$ cat src/rtl/pipe_control.sv
`timescale 1ns/1ps
// pipe_control
// Control and hazard unit for a classic five-stage in-order pipeline.
// It decodes the ID opcode into EX/MEM/WB control fields and carries them
// through the ID/EX (_p0), EX/MEM (_p1) and MEM/WB (_p2) registers together
// with the register addresses needed for hazard detection and forwarding.
//
// Ports
//   clk          rising-edge clock for all state
//   rst          synchronous active-high reset
//   opcode_id    opcode of the instruction in ID
//   rs_id/rt_id  source register addresses of the instruction in ID
//   rd_id        destination register address (R-format) in ID
//   zero_mem     ALU zero flag of the instruction in MEM
//   ex_ctrl      {RegDst, ALUOp[1:0], ALUSrc} from ID/EX
//   mem_ctrl     {Branch, MemRead, MemWrite} from EX/MEM
//   wb_ctrl      {RegWrite, MemtoReg} from MEM/WB
//   pcsrc        branch in MEM is taken this cycle
//   pc_write     PC load enable (low during a load-use stall)
//   ifid_write   IF/ID load enable (low during a load-use stall)
//   ifid_flush   clear IF/ID (taken branch)
//   fwd_a/fwd_b  EX operand forwarding: 10 = EX/MEM, 01 = MEM/WB, 00 = none
//   stall_cnt    saturating count of load-use stall cycles
//   flush_cnt    saturating count of taken-branch flush cycles
module pipe_control #(
  parameter int OPC_W = 6,
  parameter int RA_W  = 5,
  parameter int CNT_W = 16,
  parameter logic [OPC_W-1:0] OP_R   = 6'b111111,
  parameter logic [OPC_W-1:0] OP_I   = 6'b000011,
  parameter logic [OPC_W-1:0] OP_LW  = 6'b100011,
  parameter logic [OPC_W-1:0] OP_SW  = 6'b101011,
  parameter logic [OPC_W-1:0] OP_BEQ = 6'b000100
) (
  input  logic             clk,
  input  logic             rst,
  input  logic [OPC_W-1:0] opcode_id,
  input  logic [RA_W-1:0]  rs_id,
  input  logic [RA_W-1:0]  rt_id,
  input  logic [RA_W-1:0]  rd_id,
  input  logic             zero_mem,
  output logic [3:0]       ex_ctrl,
  output logic [2:0]       mem_ctrl,
  output logic [1:0]       wb_ctrl,
  output logic             pcsrc,
  output logic             pc_write,
  output logic             ifid_write,
  output logic             ifid_flush,
  output logic [1:0]       fwd_a,
  output logic [1:0]       fwd_b,
  output logic [CNT_W-1:0] stall_cnt,
  output logic [CNT_W-1:0] flush_cnt
);

  // Counter increment that holds at all-ones instead of wrapping.
  function automatic logic [CNT_W-1:0] sat_inc(input logic [CNT_W-1:0] v);
    return (&v) ? v : v + 1'b1;
  endfunction

  // Forwarding priority: the younger producer (EX/MEM) wins over MEM/WB;
  // register 0 is never forwarded.
  function automatic logic [1:0] fwd_sel(
    input logic [RA_W-1:0] src,
    input logic            wr_mem,
    input logic [RA_W-1:0] dest_mem,
    input logic            wr_wb,
    input logic [RA_W-1:0] dest_wb
  );
    if (wr_mem && (dest_mem != '0) && (dest_mem == src))
      return 2'b10;
    else if (wr_wb && (dest_wb != '0) && (dest_wb == src))
      return 2'b01;
    else
      return 2'b00;
  endfunction

  logic [3:0]      dec_ex;
  logic [2:0]      dec_mem;
  logic [1:0]      dec_wb;
  logic [RA_W-1:0] dest_id;

  logic [3:0]      ex_p0;
  logic [2:0]      mem_p0;
  logic [1:0]      wb_p0;
  logic [RA_W-1:0] rs_p0;
  logic [RA_W-1:0] rt_p0;
  logic [RA_W-1:0] dest_p0;

  logic [2:0]      mem_p1;
  logic [1:0]      wb_p1;
  logic [RA_W-1:0] dest_p1;

  logic [1:0]      wb_p2;
  logic [RA_W-1:0] dest_p2;

  logic [CNT_W-1:0] stall_cnt_q;
  logic [CNT_W-1:0] flush_cnt_q;

  logic load_use;
  logic stall;
  logic bubble_p0;

  // ---- ID: opcode decode ----
  always_comb begin
    dec_ex  = '0;
    dec_mem = '0;
    dec_wb  = '0;
    case (opcode_id)
      OP_R: begin
        dec_ex = 4'b1100;
        dec_wb = 2'b10;
      end
      OP_I: begin
        dec_ex = 4'b0111;
        dec_wb = 2'b10;
      end
      OP_LW: begin
        dec_ex  = 4'b0001;
        dec_mem = 3'b010;
        dec_wb  = 2'b11;
      end
      OP_SW: begin
        dec_ex  = 4'b0001;
        dec_mem = 3'b001;
      end
      OP_BEQ: begin
        dec_ex  = 4'b0010;
        dec_mem = 3'b100;
      end
      default: ;
    endcase
  end

  assign dest_id = dec_ex[3] ? rd_id : rt_id;

  // ---- Hazard and branch resolution ----
  assign pcsrc     = mem_p1[2] & zero_mem;
  assign load_use  = mem_p0[1] & ((rt_p0 == rs_id) | (rt_p0 == rt_id));
  assign stall     = load_use & ~pcsrc;
  assign bubble_p0 = stall | pcsrc;

  assign pc_write   = ~stall;
  assign ifid_write = ~stall;
  assign ifid_flush = pcsrc;

  // ---- EX: forwarding select ----
  assign fwd_a = fwd_sel(rs_p0, wb_p1[1], dest_p1, wb_p2[1], dest_p2);
  assign fwd_b = fwd_sel(rt_p0, wb_p1[1], dest_p1, wb_p2[1], dest_p2);

  // ---- Pipeline registers: ID/EX (_p0), EX/MEM (_p1), MEM/WB (_p2) ----
  always_ff @(posedge clk) begin
    if (rst) begin
      ex_p0       <= '0;
      mem_p0      <= '0;
      wb_p0       <= '0;
      rs_p0       <= '0;
      rt_p0       <= '0;
      dest_p0     <= '0;
      mem_p1      <= '0;
      wb_p1       <= '0;
      dest_p1     <= '0;
      wb_p2       <= '0;
      dest_p2     <= '0;
      stall_cnt_q <= '0;
      flush_cnt_q <= '0;
    end else begin
      // ID -> EX: a stall or a flush turns this slot into a bubble
      ex_p0   <= bubble_p0 ? 4'b0000 : dec_ex;
      mem_p0  <= bubble_p0 ? 3'b000  : dec_mem;
      wb_p0   <= bubble_p0 ? 2'b00   : dec_wb;
      rs_p0   <= rs_id;
      rt_p0   <= rt_id;
      dest_p0 <= dest_id;

      // EX -> MEM: squashed on a taken branch, otherwise always advances
      mem_p1  <= pcsrc ? 3'b000 : mem_p0;
      wb_p1   <= pcsrc ? 2'b00  : wb_p0;
      dest_p1 <= dest_p0;

      // MEM -> WB: always advances
      wb_p2   <= wb_p1;
      dest_p2 <= dest_p1;

      if (stall)
        stall_cnt_q <= sat_inc(stall_cnt_q);
      if (pcsrc)
        flush_cnt_q <= sat_inc(flush_cnt_q);
    end
  end

  assign ex_ctrl   = ex_p0;
  assign mem_ctrl  = mem_p1;
  assign wb_ctrl   = wb_p2;
  assign stall_cnt = stall_cnt_q;
  assign flush_cnt = flush_cnt_q;

endmodule
$ cat config.mk
export PLATFORM = sky130hd
export DESIGN_NAME = pipe_control
export DESIGN_NICKNAME = d
export VERILOG_FILES = /design/src/rtl/pipe_control.sv
export SDC_FILE = /design/constraint.sdc
export NUM_CORES = 1
export LEC_CHECK = 0
export CAP_MARGIN = 20
export CORE_UTILIZATION = 44
export DETAILED_ROUTE_END_ITERATION = 6
export PLACE_DENSITY = 0.77
export SLEW_MARGIN = 10
export SYNTH_ARGS = -nofsm -noshare
export SYNTH_HDL_FRONTEND = slang
export SYNTH_SLANG_ARGS = --single-unit
$ cat constraint.sdc
create_clock -name clk -period 4.45 [get_ports clk]
set_input_delay 0.6675 -clock clk [delete_from_list [all_inputs] [get_ports clk]]
set_output_delay 0.6675 -clock clk [all_outputs]
set_load 0.005 [all_outputs]
## Word level (Yosys, flattened, before mapping)

Index checks and enable logic that the tools add are counted.

| word-level totals | value |
|---|---|
| register bits | 73 |
| input port bits | 24 |
| output and inout bits | 49 |
| word-level logic and storage cells | 59 |

| cells by class | value |
|---|---|
| add/subtract/negate cells | 2 |
| equality and inequality tests | 11 |
| muxes and demuxes | 8 |
| bitwise gates (word level) | 9 |
| reduce and logical (&&, ||, !) cells | 16 |

Operator list:

| kind | count |
|---|---|
| $add 16x1->16 const B | 2 |
| $reduce_and 16->1 | 2 |
| $eq 5x5->1 | 6 |
| $eq 6x6->1 const B | 3 |
| $pmux 4 s4 | 1 |
| $reduce_bool 5->1 | 2 |
| $pmux 3 s3 | 1 |
| $reduce_or 2->1 | 4 |
| $eq 6x2->1 const B | 1 |
| $eq 6x3->1 const B | 1 |
| $logic_and 1x1->1 | 6 |
| $mux 5 | 1 |
| $mux 2 | 2 |
| $not 1->1 | 4 |
| $pmux 2 s2 | 1 |
| $reduce_and 2->1 | 2 |
| $and 1x1->1 | 3 |
| $mux 1 | 2 |
| $or 1x1->1 | 2 |

## Longest topological paths before layout

| depth | value |
|---|---|
| depth in word-level cells | 6 |
| gate-level depth with buffers | 6 |

## Least setup slack after synthesis

OpenSTA, ideal clock, no wires.

| timing | value |
|---|---|
| path kind | input -> output |
| start point | in rt_id[0] |
| end point | out pc_write |
| arrival time | 1704 ps |
| data required time | 3783 ps |
| path slack | 2078 ps |
| cell stages on the path | 5 |
| path buffers | 2 |
| path through | xor2_1 -> nor3_1 -> a22oi_2 -> clkbuf_1 -> buf_4 |

| on the way | value |
|---|---|
| cells in the longest elaborated chain, start to end | 5 |

Ends and longest elaborated chain:

| item | line | RTL |
|---|---|---|
| start: declaration | 39 | `input logic [RA_W-1:0] rt_id,` |
| $eq 5x5->1 | 138 | `assign load_use = mem_p0[1] & ((rt_p0 == rs_id) \| (rt_p0 == rt_id));` |
| $or 1x1->1 | 138 |  |
| $and 1x1->1 | 138 |  |
| $and 1x1->1 | 139 | `assign stall = load_use & ~pcsrc;` |
| $not 1->1 | n/a |  |
| end: declaration | 46 | `output logic pc_write,` |

Every way passes these cells.

## Worst setup path after layout

| timing | value |
|---|---|
| start point | in rt_id[0] |
| end point | out pc_write |

| on the way | value |
|---|---|
| cells in the longest elaborated chain, start to end | 5 |

Ends and longest elaborated chain:

| item | line | RTL |
|---|---|---|
| $eq 5x5->1 | 138 |  |
| $or 1x1->1 | 138 |  |
| $and 1x1->1 | 138 |  |
| $and 1x1->1 | 139 |  |
| $not 1->1 | 142 | `assign pc_write = ~stall;` |

Every way passes these cells.

==> summary.md <==
| Metric | Value |
|---|---|
| Post-Syn Nets | `roughly 380` |
| Nets | `448` |
| RD Place Congestion | `0.8738` |
| WHS Endpoint | `dest_p1[4]` |
| Placement Setup Slack | `1.219 ns` |
| FF-to-FF setup slack | `roughly 2.3 ns` |
| Minimum clock period | `3.233 ns` |
| DR WL/cell | `between 10 and 15 um` |
| Yosys top cell area share | `45.52%` |
| PwrDens | `roughly 300 nW/um^2` |
| Yosys reg bits | `73` |
| MaxCap Viol Count | `0` |
| Required @ worst endpoint | `3.78 ns` |
| WP data arrival | `2.57 ns` |
| Clock tree root driver cell | `clkbuf_8` |
| Async set or reset register ratio after synthesis | `0%` |
| YS warnings | `0` |
| Setup WS post-layout | `approximately 1.2 ns` |
| Detailed Route WL | `7093 um` |
| Core Area | `slightly below 7000 um^2` |
| Ys flop type | `dfxtp_1` |
| Worst r2r path cells | `6` |
| Cell Rows | `30` |
| Crit path kind | `primary input to primary output` |
| Synthesized area | `3211 um^2` |
| Antenna viol nets, final | `0` |
| Synth top area cells | `dfxtp_1 46%, xor2_1 6.5%, nor2b_1 4.9%, xnor2_1 4.1%, nor2_1 3.9%` |
| Setup violators final | `0` |
| Number of port buffers | `72` |
| Vias in the first global route | `2,593` |
| DIE AREA | `about 7600 um^2` |
| Layout cells sized above 1 | `under 10%` |
| CP Launch Type | `primary input` |
| Initial drt markers | `94` |
| Final Cycle Share | `72.65%` |
| Max clock buf depth | `2` |
| Crit-path max FO | `11` |
| Seq/Total Area, Yosys | `roughly 46%` |
| Hold_sp | `dest_p0[4]` |
| Hold Buf Count CTS | `0` |
| Chip Width | `87.42 um` |
| Layout area overhead | `30.75%` |
| Post CTS Setup Buffer Count | `0` |
| Cts bufs inserted | `9` |
| Fin. Hold Viols | `0` |
| Peak supply drop | `0.1714 mV` |
| Avg Cell Area, Syn | `9.173 um^2` |
| Antenna fix cells | `0` |
| Largest area contributor in the netlist | `dfxtp_1` |
| Initial core utilization | `~46%` |
| Post-synth EDFFs | `0` |
| Slew Limit Fails | `0` |
| Worst r2r dst | `stall_cnt[15]` |
| Fmax | `0.3093 GHz` |
| DRC Markers | `0` |
| Largest net degree at the start of global routing | `61` |
| WHS Path Cells | `1` |
| Clock Skew | `0.009961 ns` |
| Via Count | `2,777` |
| Clock-pin slew on the worst setup and hold paths | `approximately 0.070 ns` |
| Crit. End Element | `primary output` |
| # clock sinks | `73` |
| Status | `complete, no violations` |
| Tot GR Track Use | `19.87%` |
| Yosys cell types | `43` |
| CTS tree | `done` |
| Fin cells | `523` |
| Global route overflow | `0` |
| Initial antenna violation count | `0` |
| Setup TNS | `0 ns` |
| Final instance area | `4198 um^2` |
| Syn Inst Count | `350` |
| H-Tree Depth | `3` |
| DP HPWL | `5062 um` |
| RSZ-0062 raised after global routing | `false` |
| Die Height | `87.42 um` |
| Worst flop-to-flop path startpoint | `rt_p0[4]` |
| Cts repair resizes | `0` |
| Worst-Skew Late Latency | `roughly 0.34 ns` |
| Utilization after layout | `60.78%` |
| Vias per cell | `5.310` |
| DP Area | `4001 um^2` |
| Worst min-delay path class | `flip-flop to flip-flop` |
| Leakage | `between 1 and 1.5 nW` |
| Placed cell count | `507` |
| First-pass GRT wire length | `roughly 12,000 um` |
| DR pass1 iterations | `4` |
| I/O pins | `73` |
| Worst-margin pin slew | `slightly below 0.8 ns` |
| Worst relative slew slack | `48.29%` |
==> layout by cell type, fill, tap and decap left out, types with 9 or more instances in the layout <==
cell,instances
xor2_1,24
nand2_1,18
nor4_1,9
or3_1,9
dfxtp_1,73
nor2b_1,25
inv_1,9
nand3_1,11
xnor2_1,15
clkdlybuf4s50_1,71
clkbuf_8,10
o21ai_0,10
nor3_1,12
or4_1,9
nor2_1,33
a21oi_1,14
==> power breakdown <==
part	switching (mW)	internal (mW)
Sequential	0.0114	0.664
Clock	0.237	0.276
Combinational	0.0359	0.0404
Total	0.284	0.981
==> sequential cells by signal (all words and copies together), names as in the netlist <==
name and flops:
wb_ctrl 2, wb_p0 2, mem_p0 3, rs_p0 5
dest_p2 5, wb_p1 2, dest_p1 5, mem_ctrl 3
ex_ctrl 4, stall_cnt 16, flush_cnt 16, dest_p0 5
rt_p0 5
==> worst max path at each step <==
stage                       to     start  slack, ns
global placement    ifid_write  rt_id[0]       1.25
finish                pc_write  rt_id[0]       1.22
floorplan             pc_write  rt_id[0]       2.08
global route          pc_write  rt_id[0]       1.13
CTS                   pc_write  rt_id[0]       1.22
detailed placement    pc_write  rt_id[0]       1.22
==> final cells by class <==
cell class / instances / area (um^2)
fill: 636 / 2709
multi-input combinational: 255 / 1655
sequential: 73 / 1461
timing repair buffer: 74 / 730.7
clock buffer: 12 / 145.1
tap: 96 / 120.1
clock inverter: 4 / 51.30
inverter: 9 / 33.78
==> metrics by stage <==
step,total power [mW],hold WS [ns]
after floorplan,0.7301,0.4138
after detailed placement,0.7675,0.4254
after global routing,1.323,0.4549
final,1.265,0.4335
after global placement,0.7660,0.4189
after CTS,1.278,0.4351
==> worst max-delay path, stage by stage <==
cell	delay, ns
clkdlybuf4s50_1	0.52
xor2_1	0.21
nor3_1	0.09
a22oi_2	0.47
clkdlybuf4s50_1	0.60
==> logic make-up after synthesis <==
| group | synth area share [%] |
|---|---|
| adder cells (fa/ha/maj) | 0.7793 |
| multiplexers | 3.585 |
| AND/OR/NAND/NOR | 25.49 |
| flip-flops | 45.52 |
| XOR/XNOR | 10.64 |
| buffers and inverters | 2.923 |
| AO/OA/AOI/OAI | 11.07 |
==> synth_stat cells (2+ instances only) <==
library cell,count
dfxtp_1,73
nor2_1,33
nor2b_1,25
xor2_1,24
nand2_1,18
xnor2_1,15
a21oi_1,14
nor3_1,12
nand3_1,11
clkbuf_1,10
o21ai_0,10
inv_1,9
nor4_1,9
or3_1,9
or4_1,9
mux2i_1,7
nand4_1,6
a211oi_1,5
and3_1,5
o31ai_1,5
mux2_2,4
a31oi_1,3
and4_1,3
buf_4,3
nor4b_1,3
o21a_1,3
or2_2,3
ha_1,2
o2111ai_1,2
o41ai_1,2
==> metal layers <==
| layer | vias to the layer above | track usage [%] | share of wire [%] |
|---|---|---|---|
| met4 | 0 | 10.13 | 1.8 |
| met5 | - | 0 | 0 |
| met2 | 68 | 31.32 | 48 |
| met3 | 12 | 5.213 | 4.6 |
| li1 | 1392 | - | - |
| met1 | 1305 | 25.00 | 46 |
Note: power is estimated with default switching activity, not from simulation.
